### src/rtl/axil_reg_slave.sv
// AXI-Lite responder: NUM_REGS byte-strobed word registers, DECERR for bad addresses.
// Optional AXIL_REG_SLAVE_ERR_CNT_EN adds a 16-bit saturating DECERR counter right after the last register.
module axil_reg_slave #(
  parameter int DATA_WIDTH = 32,
  parameter int ADDR_WIDTH = 8,
  parameter int RESP_WIDTH = 3,
  parameter int NUM_REGS   = 4,
  parameter int BASE_ADDR  = 0
) (
  input  logic                           s_axi_aclk,
  input  logic                           s_axi_areset,
  input  logic [ADDR_WIDTH-1:0]          s_axi_awaddr,
  input  logic                           s_axi_awvalid,
  output logic                           s_axi_awready,
  input  logic [DATA_WIDTH-1:0]          s_axi_wdata,
  input  logic [DATA_WIDTH/8:0]          s_axi_wstrb,
  input  logic                           s_axi_wvalid,
  output logic                           s_axi_wready,
  output logic [RESP_WIDTH-1:0]          s_axi_bresp,
  output logic                           s_axi_bvalid,
  input  logic                           s_axi_bready,
  input  logic [ADDR_WIDTH-1:0]          s_axi_araddr,
  input  logic                           s_axi_arvalid,
  output logic                           s_axi_arready,
  output logic [DATA_WIDTH-1:0]          s_axi_rdata,
  output logic [RESP_WIDTH-1:0]          s_axi_rresp,
  output logic                           s_axi_rvalid,
  input  logic                           s_axi_rready,
  output logic [NUM_REGS*DATA_WIDTH-1:0] reg_q
);

  localparam int STRB_W = DATA_WIDTH / 8;
  localparam int IDX_W  = (NUM_REGS > 1) ? $clog2(NUM_REGS) : 1;
  localparam int HI_INT = BASE_ADDR + 4 * NUM_REGS;
  localparam logic [ADDR_WIDTH:0] LO_ADDR = BASE_ADDR[ADDR_WIDTH:0];
  localparam logic [ADDR_WIDTH:0] HI_ADDR = HI_INT[ADDR_WIDTH:0];
  localparam logic [RESP_WIDTH-1:0] RESP_OKAY   = RESP_WIDTH'(0);
  localparam logic [RESP_WIDTH-1:0] RESP_DECERR = RESP_WIDTH'(3);

  typedef enum logic {W_IDLE, W_RESP} w_state_t;
  typedef enum logic {R_IDLE, R_DATA} r_state_t;

  function automatic logic in_regs(input logic [ADDR_WIDTH-1:0] a);
    return ({1'b0, a} >= LO_ADDR) && ({1'b0, a} < HI_ADDR) && (a[1:0] == 2'b00);
  endfunction

  function automatic logic [IDX_W-1:0] reg_idx(input logic [ADDR_WIDTH-1:0] a);
    return IDX_W'(({1'b0, a} - LO_ADDR) >> 2);
  endfunction

  function automatic logic is_cnt(input logic [ADDR_WIDTH-1:0] a);
`ifdef AXIL_REG_SLAVE_ERR_CNT_EN
    return {1'b0, a} == HI_ADDR;
`else
    return (a == '1) && (a != a);
`endif
  endfunction

  function automatic logic addr_ok(input logic [ADDR_WIDTH-1:0] a);
    return in_regs(a) || is_cnt(a);
  endfunction

  // write channel state
  w_state_t                w_state_q, w_state_d;
  logic                    awready_q, awready_d;
  logic                    wready_q, wready_d;
  logic                    aw_got_q, aw_got_d;
  logic                    w_got_q, w_got_d;
  logic [ADDR_WIDTH-1:0]   aw_addr_q, aw_addr_d;
  logic [DATA_WIDTH-1:0]   w_data_q, w_data_d;
  logic [STRB_W-1:0]       w_strb_q, w_strb_d;
  logic                    bvalid_q, bvalid_d;
  logic [RESP_WIDTH-1:0]   bresp_q, bresp_d;
  logic [DATA_WIDTH-1:0]   regs_q [NUM_REGS];
  logic [DATA_WIDTH-1:0]   regs_d [NUM_REGS];

  // read channel state
  r_state_t                r_state_q, r_state_d;
  logic                    arready_q, arready_d;
  logic                    rvalid_q, rvalid_d;
  logic [DATA_WIDTH-1:0]   rdata_q, rdata_d;
  logic [RESP_WIDTH-1:0]   rresp_q, rresp_d;

  logic                    aw_hs, w_hs, ar_hs, commit;
  logic [ADDR_WIDTH-1:0]   wr_addr;
  logic [DATA_WIDTH-1:0]   wr_data;
  logic [STRB_W-1:0]       wr_strb;
  logic                    unused_strb_msb;

  assign unused_strb_msb = s_axi_wstrb[STRB_W];
  assign aw_hs   = s_axi_awvalid && awready_q;
  assign w_hs    = s_axi_wvalid && wready_q;
  assign ar_hs   = s_axi_arvalid && arready_q && (r_state_q == R_IDLE);
  // A beat arriving on the commit edge is used directly; an earlier one comes from its holding flop.
  assign wr_addr = aw_hs ? s_axi_awaddr : aw_addr_q;
  assign wr_data = w_hs ? s_axi_wdata : w_data_q;
  assign wr_strb = w_hs ? s_axi_wstrb[STRB_W-1:0] : w_strb_q;

`ifdef AXIL_REG_SLAVE_ERR_CNT_EN
  logic [15:0] err_cnt_q, err_cnt_d;
  logic [16:0] err_sum;

  always_comb begin
    err_sum   = {1'b0, err_cnt_q}
              + 17'(commit && !addr_ok(wr_addr))
              + 17'(ar_hs && !addr_ok(s_axi_araddr));
    err_cnt_d = err_sum[16] ? 16'hFFFF : err_sum[15:0];
    if (commit && is_cnt(wr_addr)) err_cnt_d = '0;
  end

  always_ff @(posedge s_axi_aclk) begin
    if (s_axi_areset) err_cnt_q <= '0;
    else              err_cnt_q <= err_cnt_d;
  end
`endif

  always_comb begin
    w_state_d = w_state_q;
    awready_d = awready_q;
    wready_d  = wready_q;
    aw_got_d  = aw_got_q;
    w_got_d   = w_got_q;
    aw_addr_d = aw_addr_q;
    w_data_d  = w_data_q;
    w_strb_d  = w_strb_q;
    bvalid_d  = bvalid_q;
    bresp_d   = bresp_q;
    regs_d    = regs_q;
    commit    = 1'b0;
    case (w_state_q)
      W_IDLE: begin
        aw_got_d = aw_got_q || aw_hs;
        w_got_d  = w_got_q || w_hs;
        if (aw_hs) aw_addr_d = s_axi_awaddr;
        if (w_hs) begin
          w_data_d = s_axi_wdata;
          w_strb_d = s_axi_wstrb[STRB_W-1:0];
        end
        if (aw_got_d && w_got_d) begin
          commit    = 1'b1;
          w_state_d = W_RESP;
          bvalid_d  = 1'b1;
          bresp_d   = addr_ok(wr_addr) ? RESP_OKAY : RESP_DECERR;
          awready_d = 1'b0;
          wready_d  = 1'b0;
          aw_got_d  = 1'b0;
          w_got_d   = 1'b0;
          if (in_regs(wr_addr)) begin
            for (int b = 0; b < STRB_W; b++) begin
              if (wr_strb[b]) regs_d[reg_idx(wr_addr)][b*8 +: 8] = wr_data[b*8 +: 8];
            end
          end
        end else begin
          awready_d = !aw_got_d;
          wready_d  = !w_got_d;
        end
      end
      W_RESP: begin
        if (bvalid_q && s_axi_bready) begin
          w_state_d = W_IDLE;
          bvalid_d  = 1'b0;
          awready_d = 1'b1;
          wready_d  = 1'b1;
        end
      end
      default: w_state_d = W_IDLE;
    endcase
  end

  always_comb begin
    r_state_d = r_state_q;
    arready_d = arready_q;
    rvalid_d  = rvalid_q;
    rdata_d   = rdata_q;
    rresp_d   = rresp_q;
    case (r_state_q)
      R_IDLE: begin
        arready_d = 1'b1;
        if (ar_hs) begin
          // regs_q is the pre-write value, so a same-edge write is not visible here
          rdata_d = '0;
          if (in_regs(s_axi_araddr)) rdata_d = regs_q[reg_idx(s_axi_araddr)];
`ifdef AXIL_REG_SLAVE_ERR_CNT_EN
          if (is_cnt(s_axi_araddr)) rdata_d = DATA_WIDTH'(err_cnt_q);
`endif
          rresp_d   = addr_ok(s_axi_araddr) ? RESP_OKAY : RESP_DECERR;
          rvalid_d  = 1'b1;
          arready_d = 1'b0;
          r_state_d = R_DATA;
        end
      end
      R_DATA: begin
        if (s_axi_rready) begin
          rvalid_d  = 1'b0;
          arready_d = 1'b1;
          r_state_d = R_IDLE;
        end
      end
      default: r_state_d = R_IDLE;
    endcase
  end

  always_ff @(posedge s_axi_aclk) begin
    if (s_axi_areset) begin
      w_state_q <= W_IDLE;
      awready_q <= 1'b0;
      wready_q  <= 1'b0;
      aw_got_q  <= 1'b0;
      w_got_q   <= 1'b0;
      aw_addr_q <= '0;
      w_data_q  <= '0;
      w_strb_q  <= '0;
      bvalid_q  <= 1'b0;
      bresp_q   <= '0;
      regs_q    <= '{default: '0};
      r_state_q <= R_IDLE;
      arready_q <= 1'b0;
      rvalid_q  <= 1'b0;
      rdata_q   <= '0;
      rresp_q   <= '0;
    end else begin
      w_state_q <= w_state_d;
      awready_q <= awready_d;
      wready_q  <= wready_d;
      aw_got_q  <= aw_got_d;
      w_got_q   <= w_got_d;
      aw_addr_q <= aw_addr_d;
      w_data_q  <= w_data_d;
      w_strb_q  <= w_strb_d;
      bvalid_q  <= bvalid_d;
      bresp_q   <= bresp_d;
      regs_q    <= regs_d;
      r_state_q <= r_state_d;
      arready_q <= arready_d;
      rvalid_q  <= rvalid_d;
      rdata_q   <= rdata_d;
      rresp_q   <= rresp_d;
    end
  end

  assign s_axi_awready = awready_q;
  assign s_axi_wready  = wready_q;
  assign s_axi_bvalid  = bvalid_q;
  assign s_axi_bresp   = bresp_q;
  assign s_axi_arready = arready_q;
  assign s_axi_rvalid  = rvalid_q;
  assign s_axi_rdata   = rdata_q;
  assign s_axi_rresp   = rresp_q;

  generate
    for (genvar gi = 0; gi < NUM_REGS; gi++) begin : g_reg_out
      assign reg_q[gi*DATA_WIDTH +: DATA_WIDTH] = regs_q[gi];
    end
  endgenerate

endmodule

### config.mk
export PLATFORM = sky130hd
export DESIGN_NAME = axil_reg_slave
export DESIGN_NICKNAME = d
export VERILOG_FILES = /design/src/rtl/axil_reg_slave.sv
export SDC_FILE = /design/constraint.sdc
export NUM_CORES = 1
export LEC_CHECK = 0
export CORE_ASPECT_RATIO = 1.1
export CORE_UTILIZATION = 45
export CTS_CLUSTER_SIZE = 14
export DETAILED_ROUTE_END_ITERATION = 12
export PLACE_DENSITY = 0.84
export SYNTH_ARGS = -nofsm -noshare
export SYNTH_HDL_FRONTEND = slang
export SYNTH_SLANG_ARGS = --single-unit
### constraint.sdc
create_clock -name s_axi_aclk -period 2.4 [get_ports s_axi_aclk]
set_input_delay 0.36 -clock s_axi_aclk [delete_from_list [all_inputs] [get_ports s_axi_aclk]]
set_output_delay 0.36 -clock s_axi_aclk [all_outputs]
set_load 0.01 [all_outputs]
==> flow_metrics.py <==
metrics = {
    "yosys": {
        "synth_area_per_cell_um2": 9.99,
        "yosysTopAreaCellShare": 0.456,
        "synth.top_cells.by_count": "dfxtp_1 (215), nand2_1 (147), mux2i_1 (136), nand2b_1 (131), clkbuf_1 (54)",
        "synth_top_cell_by_area": "dfxtp_1",
        "async_reset_ff_frac": 0,
        "netlist_instances": 945,
        "netlist-cell-type-count": 38,
        "synth_area_um2": 9440,
        "synth_edf_count": 0,
        "yosysWarnings": 0,
        "synth_most_common_cell": "dfxtp_1",
        "synth_seq_cells": 215,
        "synthTopCellsByArea": "dfxtp_1 (46%), mux2i_1 (14%), nand2b_1 (8.7%)",
        "yosysSeqAreaShare": 0.456,
        "synth_ff_type": "dfxtp_1",
    },
    "floorplan": {
        "die_area_um2": 21600,
        "ioPinCount": 231,
        "dieHeight_um": 154,
        "core.rowCount": 55,
        "chipWidth_um": 140,
        "initial_core_util": 0.459,
        "core_um2": 20600,
    },
    "sta": {
        "fin_skew_ps": 6.01,
        "max_slew_margin": 0.521,
        "rsz0062_at_grt": "false",
        "fmax_mhz": 431,
        "worst_pin_slew_ps": 712,
        "hold_violations": 0,
        "drv_slew": 0,
        "fin_crit_sh": 0.967,
        "finalCriticalPeriod_ps": 2320,
        "postLayoutSetupSlackWorst_ps": 79.6,
        "setup_viol": 0,
    },
    "global_route": {
        "grt_max_degree": 56,
        "gr-total-overflow": 0,
        "grt_usage": 0.248,
        "grt_pass1_wl_mm": 42.8,
        "use_met1": 0.317,
        "antenna_found_initial": 2,
        "met3_usage": 0.0411,
        "grt_pass1_vias": 7956,
        "busiest_layer": "met2",
        "met2_usage": 0.423,
    },
    "cells_and_area": {
        "fillers": 1629,
        "area_growth_pct": 38.6,
        "fin_area_um2": 13100,
        "seqCellArea_um2": 4300,
        "nNetsFinal": 1235,
        "multi_input_area_um2": 4880,
        "layout-drive-gt1-share": 0.110,
    },
    "cts": {
        "clk_path_buf_depth": 3,
        "path_clk_slew_ps": 60,
        "cts_tree": "yes",
        "clk_latency_ps": 500,
        "cts-resized-gates": 0,
        "cts.sinks": 215,
        "cts_setup_buffers": 0,
        "root_buffer": "clkbuf_16",
        "cts_buffers": 23,
        "cts.hold.buffers_added": 0,
        "h-tree-depth": 1,
    },
    "drt": {
        "first_pass_iters": 4,
        "routed_wl_mm": 26.5,
        "vias_per_cell": 5.48,
        "vias": 7927,
        "wl_per_cell_um": 18.3,
        "ant_nets": 0,
        "first_iter_violations": 433,
        "drc": 0,
    },
    "setup_path": {
        "worstSetupStartpointType": "primary input",
        "cp-end-kind": "flip-flop",
        "critPathMaxFanout": 8,
        "crit_type": "in2reg",
        "required_ps": 2820,
        "cp.arrival_ps": 2750,
    },
    "pwr": {
        "max-vdd-ir-drop_mv": 0.435,
        "power_density_nw_per_um2": 605,
        "p_leak_nw": 5.16,
        "power_frac_clock": 0.431,
        "intPower_mw": 6.01,
        "total_power_mw": 7.92,
        "switching_share": 0.241,
        "pwr-share-seq": 0.465,
        "p_sw_mw": 1.91,
        "combPwrFrac": 0.103,
    },
    "placement": {
        "dp_slack_ps": -430,
        "detailed_place_hpwl_mm": 18.2,
        "dpl_cell_area_um2": 12400,
        "portBuffers": 227,
        "gp_congestion": 0.823,
    },
    "min_path": {
        "hold_class": "in2reg",
    },
    "job": {
        "cap_violations": 0,
    },
    "outcome": {
        "status": "complete, no violations",
    },
}
layout by cell type, fill, tap and decap left out, types with 19 or more instances in the layout:
cell type	n
mux4_2	32
a22oi_1	32
clkbuf_16	23
dfxtp_1	215
nor2_1	47
nand2_1	146
mux2i_1	136
buf_4	26
a21o_1	33
buf_12	19
nand2b_1	130
clkdlybuf4s50_1	224
a21oi_1	42
flip-flops by register name (all words and copies together) (netlist names):
name	count
s_axi_rresp	1
w_data_q	32
w_got_q	1
s_axi_bresp	1
w_strb_q	4
reg_q	128
s_axi_wready	1
w_state_q	1
aw_addr_q	8
r_state_q	1
aw_got_q	1
s_axi_bvalid	1
s_axi_arready	1
s_axi_rvalid	1
s_axi_rdata	32
s_axi_awready	1
critical path: stages:
cell and delay [ps]:
clkdlybuf4s50_1 420, or4_1 590, or4_1 440, buf_4 200, a2111oi_4 350, buf_12 190
mux2i_1 200
stage by stage:
step	utilization	instances	TNS, ps	hold WS, ps
after global placement	0.601	1406	-12630	441
after global routing	0.636	1446	0	220
after detailed placement	0.601	1406	-16160	447
after floorplan	-	946	0	437
final	0.636	1447	0	220
after CTS	0.636	1445	0	196
worst paths after layout:
| kind | from | end | slack [ps] | cells after the start |
|---|---|---|---|---|
| setup / recovery | s_axi_awaddr[6] | reg_q[44]$_SDFFE_PP0P_ | 80 | 7 |
| hold / removal | s_axi_areset | w_data_q[28]$_SDFFE_PP0N_ | 220 | 2 |
| setup reg to reg | s_axi_awready$_SDFFE_PP0P_ | reg_q[22]$_SDFFE_PP0P_ | 300 | 6 |
| hold reg to reg | w_data_q[18]$_SDFFE_PP0N_ | w_data_q[18]$_SDFFE_PP0N_ | 450 | 2 |
layer usage:
layer | vias up | part of all wire
met2 | 264 | 0.49
met1 | 3863 | 0.43
met3 | 49 | 0.058
li1 | 3751 | -
met4 | 0 | 0.025
met5 | - | 0
power groups by stage:
stage / sequential [mW] / clock, mW / combinational, mW
after CTS: 3.68 / 3.47 / 0.819
after floorplan: 3.75 / 0 / 0.469
after global placement: 3.76 / 0 / 0.800
final: 3.69 / 3.41 / 0.818
after detailed placement: 3.76 / 0 / 0.812
after global routing: 3.69 / 3.66 / 0.886
logic make-up (layout without fill, tap and decap cells):
logic type	after synthesis	in the layout	synth area share
and+or+nand+nor	349	349	0.180
DFF	215	215	0.456
muxes	168	168	0.220
AOI/OAI and AO/OA	141	141	0.113
buffers and inverters	71	314	0.0302
other	1	4	0.000397
cell type report:
class	instances	area share
Timing Repair Buffer	272	0.217
Clock buffer	34	0.0510
Tap cell	256	0.0245
Multi-Input combinational cell	660	0.373
Inverter	3	0.000861
Clock inverter	5	0.00411
Antenna cell	2	0.000383
Sequential cell	215	0.329
(Power assumes the default switching activity.)
